`src/rtl/kb_io_ctrl.sv`:
```
// ---------------------------------------------------------------------------
// kb_io_ctrl
//   Memory-mapped I/O controller that sequences keyboard_buf for the Y86 CPU.
//   Decodes a 4-register window at BASE_ADDR and turns CPU reads and writes
//   into single-cycle KB_read_en / KB_clear pulses. Counts characters that
//   arrive while the buffer is full and can raise a keyboard interrupt.
//
//   Register map (offset from BASE_ADDR):
//     +0 STATUS (RO)  {4'b0, irq_pend, ovf_flag, buf_full, KB_status}
//     +1 DATA   (RO)  {1'b0, KB_data}, pops the buffer; 8'h00 when empty
//     +2 CTRL   (W)   bit0 flush, bit1 clear overflow, bit2 irq_en
//                     reads return {5'b0, irq_en, 2'b0}
//     +3 OVFCNT (RO)  dropped-character count, saturating
//
//   Optional feature: define KB_IRQ_EN to implement irq_en / irq_pend and a
//   registered kb_irq output. Without it kb_irq is tied low and CTRL bit2
//   is ignored.
//
// Ports
//   clk, reset     system clock; synchronous active-high reset
//   io_addr/io_rd/io_wr/io_wdata   CPU request (1-cycle rd/wr pulses)
//   io_rdata/io_ready              read data, valid with 1-cycle io_ready
//   io_busy                        no request accepted this cycle
//   KB_read_en/KB_clear            pop / flush pulses to keyboard_buf
//   KB_status/KB_data/buf_full     keyboard_buf state
//   rx_done                        receiver delivering a byte (monitored)
//   kb_irq                         level interrupt
// ---------------------------------------------------------------------------
module kb_io_ctrl #(
    parameter int                ADDR_W    = 16,
    parameter logic [ADDR_W-1:0] BASE_ADDR = 16'hFF00,
    parameter int                OVF_CNT_W = 8
) (
    input  logic              clk,
    input  logic              reset,
    input  logic [ADDR_W-1:0] io_addr,
    input  logic              io_rd,
    input  logic              io_wr,
    input  logic [7:0]        io_wdata,
    output logic [7:0]        io_rdata,
    output logic              io_ready,
    output logic              io_busy,
    output logic              KB_read_en,
    output logic              KB_clear,
    input  logic              KB_status,
    input  logic [6:0]        KB_data,
    input  logic              buf_full,
    input  logic              rx_done,
    output logic              kb_irq
);

    typedef enum logic [1:0] {
        S_IDLE,
        S_ACK,
        S_POP,
        S_SETTLE
    } state_e;

    typedef enum logic [1:0] {
        REG_STATUS = 2'd0,
        REG_DATA   = 2'd1,
        REG_CTRL   = 2'd2,
        REG_OVFCNT = 2'd3
    } reg_sel_e;

    state_e               state_q, state_d;
    logic [ADDR_W-1:0]    offset;
    logic                 in_window;
    reg_sel_e             reg_sel;
    logic                 req_valid;
    logic                 is_pop;
    logic                 wr_ctrl;
    logic                 flush_q;
    logic                 ovf_flag;
    logic [OVF_CNT_W-1:0] ovf_cnt;
    logic [7:0]           ovf_cnt_8;
    logic                 ovf_event;
    logic [7:0]           rd_mux;
    logic                 irq_en;
    logic                 irq_pend;
    logic                 unused_wdata;

    // ------------------------------------------------------------------
    // Request decode
    // ------------------------------------------------------------------
    // Subtracting the base keeps the window check correct even if the
    // base is not 4-aligned.
    assign offset    = io_addr - BASE_ADDR;
    assign in_window = (offset < ADDR_W'(4));
    assign reg_sel   = reg_sel_e'(offset[1:0]);

    // Simultaneous rd and wr is treated as malformed and dropped.
    assign req_valid = (io_rd ^ io_wr) && !io_busy && in_window;
    assign is_pop    = req_valid && io_rd && (reg_sel == REG_DATA) && KB_status;
    assign wr_ctrl   = req_valid && io_wr && (reg_sel == REG_CTRL);

    // ------------------------------------------------------------------
    // Optional interrupt logic
    // ------------------------------------------------------------------
`ifdef KB_IRQ_EN
    logic kb_irq_q;

    assign irq_pend = irq_en && (KB_status || ovf_flag);
    assign kb_irq   = kb_irq_q;

    always_ff @(posedge clk) begin
        if (reset) begin
            irq_en   <= 1'b0;
            kb_irq_q <= 1'b0;
        end else begin
            if (wr_ctrl) irq_en <= io_wdata[2];
            kb_irq_q <= irq_pend;
        end
    end

    assign unused_wdata = ^io_wdata[7:3];
`else
    assign irq_en       = 1'b0;
    assign irq_pend     = 1'b0;
    assign kb_irq       = 1'b0;
    assign unused_wdata = ^io_wdata[7:2];
`endif

    // ------------------------------------------------------------------
    // Read data selection
    // ------------------------------------------------------------------
    if (OVF_CNT_W >= 8) begin : g_cnt_trunc
        assign ovf_cnt_8 = ovf_cnt[7:0];
    end else begin : g_cnt_ext
        assign ovf_cnt_8 = {{(8-OVF_CNT_W){1'b0}}, ovf_cnt};
    end

    always_comb begin
        // NOTE: every combinational output gets a default before the case
        // so that no path leaves it unassigned, which would infer a latch.
        rd_mux = 8'h00;
        unique case (reg_sel)
            REG_STATUS: rd_mux = {4'b0, irq_pend, ovf_flag, buf_full, KB_status};
            REG_DATA:   rd_mux = KB_status ? {1'b0, KB_data} : 8'h00;
            REG_CTRL:   rd_mux = {5'b0, irq_en, 2'b0};
            REG_OVFCNT: rd_mux = ovf_cnt_8;
            default:    rd_mux = 8'h00;
        endcase
    end

    // ------------------------------------------------------------------
    // FSM: state register
    // ------------------------------------------------------------------
    always_ff @(posedge clk) begin
        // NOTE: sequential state uses non-blocking assignments so every
        // register samples pre-edge values regardless of block ordering.
        if (reset) state_q <= S_IDLE;
        else       state_q <= state_d;
    end

    // ------------------------------------------------------------------
    // FSM: next state and outputs
    // ------------------------------------------------------------------
    // Reset masks the pop and ready pulses so an aborted POP never
    // overlaps the reset flush on KB_clear.
    always_comb begin
        state_d    = state_q;
        io_ready   = 1'b0;
        KB_read_en = 1'b0;
        KB_clear   = reset;
        io_busy    = (state_q != S_IDLE);
        unique case (state_q)
            S_IDLE: begin
                if (is_pop)         state_d = S_POP;
                else if (req_valid) state_d = S_ACK;
            end
            S_ACK: begin
                io_ready = !reset;
                KB_clear = reset || flush_q;
                state_d  = S_IDLE;
            end
            S_POP: begin
                io_ready   = !reset;
                KB_read_en = !reset;
                state_d    = S_SETTLE;
            end
            S_SETTLE: begin
                state_d = S_IDLE;
            end
            default: state_d = S_IDLE;
        endcase
    end

    // ------------------------------------------------------------------
    // Datapath registers
    // ------------------------------------------------------------------
    // An arriving byte is lost only if the buffer is full and no pop frees
    // a slot in the same cycle.
    assign ovf_event = rx_done && buf_full && !KB_read_en;

    always_ff @(posedge clk) begin
        if (reset) begin
            io_rdata <= 8'h00;
            flush_q  <= 1'b0;
            ovf_flag <= 1'b0;
            ovf_cnt  <= '0;
        end else begin
            if (req_valid && io_rd) io_rdata <= rd_mux;

            // Only meaningful in the ACK cycle that follows the accept edge.
            flush_q <= wr_ctrl && io_wdata[0];

            // A clear request takes priority over a coincident overflow.
            if (wr_ctrl && io_wdata[1]) begin
                ovf_flag <= 1'b0;
                ovf_cnt  <= '0;
            end else if (ovf_event) begin
                ovf_flag <= 1'b1;
                if (ovf_cnt != '1) ovf_cnt <= ovf_cnt + 1'b1;
            end
        end
    end

endmodule
```
`config.mk`:
```
export PLATFORM = sky130hd
export DESIGN_NAME = kb_io_ctrl
export DESIGN_NICKNAME = d
export VERILOG_FILES = /design/src/rtl/kb_io_ctrl.sv
export SDC_FILE = /design/constraint.sdc
export NUM_CORES = 1
export LEC_CHECK = 0
export ABC_AREA = 1
export CAP_MARGIN = 20
export CORE_MARGIN = 2
export CORE_UTILIZATION = 30
export CTS_CLUSTER_SIZE = 8
export DETAILED_ROUTE_END_ITERATION = 7
export GPL_ROUTABILITY_DRIVEN = 0
export PLACE_DENSITY = 0.71
export SETUP_SLACK_MARGIN = 0.05
export SLEW_MARGIN = 20
export SYNTH_ARGS = -nofsm -noshare
export SYNTH_HDL_FRONTEND = slang
export SYNTH_SLANG_ARGS = --single-unit
```
`constraint.sdc`:
```
create_clock -name clk -period 4.1 [get_ports clk]
set_input_delay 0.82 -clock clk [delete_from_list [all_inputs] [get_ports clk]]
set_output_delay 0.82 -clock clk [all_outputs]
set_load 0.1 [all_outputs]
```
==> flow_metrics.env <==
export IMPL_dpl_hpwl_um=2590
export IMPL_ir_worst_vdd_uv=116
export IMPL_syn_area_per_cell_sq_um=6.38
export IMPL_end_kind="output port"
export IMPL_fmax_mhz=327
export IMPL_worst_pin_slew_ps=970
export IMPL_synth_seq_cells=20
export IMPL_status="completed"
export IMPL_die_area_sq_um=4860
export IMPL_ff2ff_path_depth=9
export IMPL_synthCells=203
export IMPL_worstSetupStartpointType="register"
export IMPL_port_buffers=43
export IMPL_drt_pass1_iter_count=4
export IMPL_die_y_um=69.7
export IMPL_n_antenna_cell=0
export IMPL_met2_usage_pct=19.4
export IMPL_grtUsageMet1_pct=18.8
export IMPL_grt_pass1_wl_um=5260
export IMPL_hold_path_class="register to register"
export IMPL_routed_wl_um=3140
export IMPL_netlist_area_sq_um=1290
export IMPL_die_w_um=69.7
export IMPL_ctsResizeCount=0
export IMPL_core_region_area_sq_um=4090
export IMPL_setup_ws_ps=1050
export IMPL_path_buf_inv=3
export IMPL_wl_per_cell_um=10.6
export IMPL_fill_cells=426
export IMPL_maxCapViolCount=0
export IMPL_worst_hold_path_num_cells=2
export IMPL_cts_sinks=20
export IMPL_routed_via_density=4.62
export IMPL_cts_tree="done"
export IMPL_cp_max_fo=6
export IMPL_final_max_slew_viol_count=0
export IMPL_area_growth_pct=40.6
export IMPL_synth_compound_area_share_pct=12.9
export IMPL_synthSimpleGateAreaFrac_pct=37.8
export IMPL_synthesis_nets=246
export IMPL_grt_usage_pct=13.1
export IMPL_grt_antenna_before_repair=0
export IMPL_slowest_stage="clkdlybuf4s50_1"
export IMPL_final_cell_mix="nand2_1, clkdlybuf4s50_1, inv_1, nor2_1, dfxtp_1"
export IMPL_path_cells="inv_1 -> ha_1 -> inv_1 -> clkdlybuf4s50_1"
export IMPL_cts_inserted_buffers=3
export IMPL_final_nets=292
export IMPL_root_buffer="clkbuf_8"
export IMPL_post_route_util_pct=44.5
export IMPL_synth_xor_area_share_pct=2.71
export IMPL_cp_top_family="buffers and inverters"
export IMPL_initial_core_util_pct=31.7
export IMPL_placementRows=23
export IMPL_cts_setup_buffers=0
export IMPL_required_ps=3280
export IMPL_fin_tns_setup_ps=0
export IMPL_fin_crit_ps=3050
export IMPL_path_clk_slew_ps=70
export IMPL_overflow=0
export IMPL_relSlewSlack_pct=35.1
export IMPL_place_ws_ps=1140
export IMPL_dr_total_vias=1376
export IMPL_power_density_nw_per_um2=286
export IMPL_crit_path_frequent_cell="inv_1"
export IMPL_insertion_delay_ps=250
export IMPL_cts_max_level=1
export IMPL_top_usage_layer="met2"
export IMPL_power_leakage_nw=0.739
export IMPL_rsz0062_at_grt="false"
export IMPL_crit_type="register to output port"
export IMPL_setup_viol=0
export IMPL_clock_skew_ps=2.54
export IMPL_fin_crit_sh_pct=74.5
export IMPL_drc=0
export IMPL_finalHoldViolations=0
export IMPL_io_pins=51
export IMPL_final_common_cell="nand2_1"
export IMPL_synth_cell_type_count=26
export IMPL_met3_usage_pct=3.78
export IMPL_synth_fa_ha_area_share_pct=4.83
export IMPL_drive_gt1_share_pct=8.06
export IMPL_grt_pass1_vias=1208
export IMPL_worstPathArrival_ps=2230
export IMPL_drt_iter0_drc=73
export IMPL_synth_warnings=0
export IMPL_ys_seq_area_share_pct=30.9
export IMPL_synth_top_family_by_area="simple AND/OR/NAND/NOR gates"
export IMPL_clockBufferDepth=2
export IMPL_max_stage_delay_ps=1130
export IMPL_cts_hold_buf=0
export IMPL_muxShareOfSynthArea_pct=0
export IMPL_grt_start_max_net_pins=12
export IMPL_ant_nets=0
export IMPL_crit_cells=4
==> path summary, 6_finish.rpt <==
check                            from                        to  slack (ps)
max           state_q[0]$_SDFFE_PP0P_                   io_busy        1050
min          io_rdata[4]$_SDFFE_PP0P_  io_rdata[4]$_SDFFE_PP0P_         460
max reg2reg   state_q[0]$_SDFFE_PP0P_   ovf_cnt[6]$_SDFFE_PP0P_        2420
min reg2reg  io_rdata[4]$_SDFFE_PP0P_  io_rdata[4]$_SDFFE_PP0P_         460
==> worst reg2reg max path, cell delays in order (launching register included) <==
cell and delay [ps]:
dfxtp_1 340, inv_1 100, ha_1 280, nand2_1 100, nor2_2 100, nand3_1 90, nor2_1 180, nand3_1 120
nand2_2 190, nor2_1 70
==> registers in the layout (all words and copies together), names as in the netlist <==
name      flops
io_rdata      8
flush_q       1
ovf_flag      1
state_q       2
ovf_cnt       8
==> through the flow <==
step	area (sq um)	power (mW)	hold slack (ps)	std cells
2_1_floorplan	1290	0.319	455	203
3_3_place_gp	1770	0.374	453	294
3_5_place_dp	1770	0.376	456	294
4_1_cts	1820	0.527	468	298
5_1_grt	1820	0.550	489	298
6_report	1820	0.520	465	298
==> synthesized netlist by cell type (all sizes together) <==
cell | instances | share of area (%)
nand2 | 62 | 19
inv | 30 | 8.7
nor2 | 24 | 7.9
a21oi | 20 | 8.0
dfxtp | 20 | 31
nand3 | 10 | 4.8
o21ai | 9 | 3.5
nor3 | 6 | 3.1
ha | 5 | 4.8
nand4 | 5 | 2.4
xor2 | 3 | 2.0
buf | 2 | 1.2
o22ai | 2 | 0.97
a31oi | 1 | 0.48
clkinv | 1 | 0.68
conb | 1 | 0.29
nor3b | 1 | 0.97
xnor2 | 1 | 0.68
==> cells by family (layout without fill, tap and decap cells) <==
logic type	Yosys count	count (layout)
other	1	1
xor gates and xnor gates	4	4
buffers and inverters	33	78
adders and majority gates	5	5
DFF	20	20
and+or+nand+nor	108	108
AOI/OAI and AO/OA	32	32
==> layout make-up <==
type	count	area (sq um)	area share [%]
Multi-Input combinational cell	150	758	41.6
Timing Repair Buffer	43	423	23.2
Sequential cell	20	400	22.0
Inverter	31	121	6.67
Tap cell	50	62.6	3.44
Clock buffer	4	55.1	3.02
==> power by group <==
group	switching (mW)	leakage [nW]	internal, mW	total (mW)
Sequential	0.00501	0.162	0.200	0.205
Clock	0.0631	0.0288	0.0853	0.148
Combinational	0.107	0.549	0.0600	0.167
==> layer usage <==
| layer | share of wire, % | up-vias |
|---|---|---|
| met2 | 40 | 37 |
| met4 | 0.64 | 0 |
| li1 | - | 737 |
| met3 | 6.9 | 4 |
| met5 | 0 | - |
| met1 | 52 | 598 |
Note: power is estimated with default switching activity, not from simulation.
==> RTL edit, RTL diff (same flow settings) <==
Add a define of `KB_IRQ_EN`.
--- a/src/rtl/kb_io_ctrl.sv
+++ b/src/rtl/kb_io_ctrl.sv
@@ -27,4 +27,6 @@
 //   kb_irq                         level interrupt
 // ---------------------------------------------------------------------------
+`define KB_IRQ_EN
+
 module kb_io_ctrl #(
     parameter int                ADDR_W    = 16,
Check against the original RTL: not equivalent (Yosys sat finds a counterexample within 4 cycles, from zero or initial values and one cycle with reset high).
==> RTL edit against the unedited design <==
Die area up 11%. Wire length up 15%. Clock skew up 3.4 ps. Setup slack better by 13 ps. Critical path depth unchanged. Sequential power up 13%. Cell count up 10%. Total power up 41%. Core utilization down 1.5 points. Largest power group is now combinational cells. Final area up 10%. Synthesized area up 11%. Sequential cell count up 2.
==> RTL edit: results <==
{
  "power_leakage_nw": 0.821,
  "skew_ps": 5.98,
  "hp-start": "io_rdata[5]",
  "grt_pass1_wl_mm": 5.97,
  "drt-initial-drc-count": 54,
  "track_usage": 0.139,
  "yosys-top-cells-count": "nand2_1, nor2_1, dfxtp_1, inv_1, nand3_1",
  "fill_cells": 490,
  "reg2reg_slack_ps": 2440,
  "synthCells": 227,
  "grt_max_degree": 14,
  "finalWirelength_mm": 3.61,
  "port-buffer-count": 45,
  "r2r_end": "ovf_cnt[5]",
  "via_count": 1523,
  "grt_pass1_vias": 1496,
  "synth_nets": 270,
  "clock_latency_ps": 260,
  "status": "finished clean",
  "synthTopCellsByArea": "dfxtp_1, nand2_1, nor2_1, inv_1, ha_1",
  "drive_above_1_share": 0.120,
  "synth_cell_types": 25,
  "gr-usage-met3": 0.0219,
  "use_met1": 0.148,
  "slew_headroom": 0.335,
  "dpl.hpwl_mm": 2.98,
  "nets": 318,
  "peakVddDrop_uv": 112
}
## RTL edit: changes by cell type after synthesis, moves of 6 or more
| cell | before | now |
|---|---|---|
| inv_1 | 29 | 22 |
| inv_2 | 1 | 8 |
| nor2_2 | 2 | 8 |
| nor2_1 | 21 | 44 |
| a21oi_1 | 19 | 11 |
## RTL edit: layout make-up
| class | instances | share of cell area |
|---|---|---|
| timing repair buffer | 45 | 0.221 |
| tap | 54 | 0.0337 |
| multi-input combinational | 172 | 0.432 |
| clock buffer | 3 | 0.0206 |
| sequential | 22 | 0.220 |
| clock inverter | 1 | 0.0150 |
| inverter | 31 | 0.0580 |
## RTL edit: layer usage
metal,up-vias,share of wire,wire [um]
li1,810,-,-
met3,5,0.054,195
met4,0,0.0094,34
met5,-,0,0
met2,33,0.50,1810
met1,675,0.43,1570
## RTL edit: kinds of logic after synthesis
family,Yosys count,synth area share
buf+inv,33,0.0921
simple gates,141,0.453
xor+xnor,5,0.0304
flops,22,0.306
compound gates,21,0.0756
fa+ha+maj,5,0.0434
## RTL edit: power by group through the flow
stage	clock, mW	sequential (mW)	combinational (mW)
finish	0.202	0.231	0.299
global route	0.214	0.233	0.324
CTS	0.207	0.232	0.301
detailed placement	0	0.237	0.299
global placement	0	0.236	0.295
floorplan	0	0.235	0.215
## RTL edit: per-stage QoR
stage	cell area, um2	instances	setup slack [ps]	utilization
global placement	1930	324	1210	0.415
finish	2010	328	1060	0.430
CTS	2010	328	1050	0.430
detailed placement	1930	324	1190	0.415
global route	2010	328	986	0.430
floorplan	1440	227	1040	-
## RTL edit: worst max-delay path, cell delays in order (launching register included)
cell,delay (ps)
dfxtp_1,340
inv_1,80
ha_1,280
inv_1,100
clkdlybuf4s50_1,1140
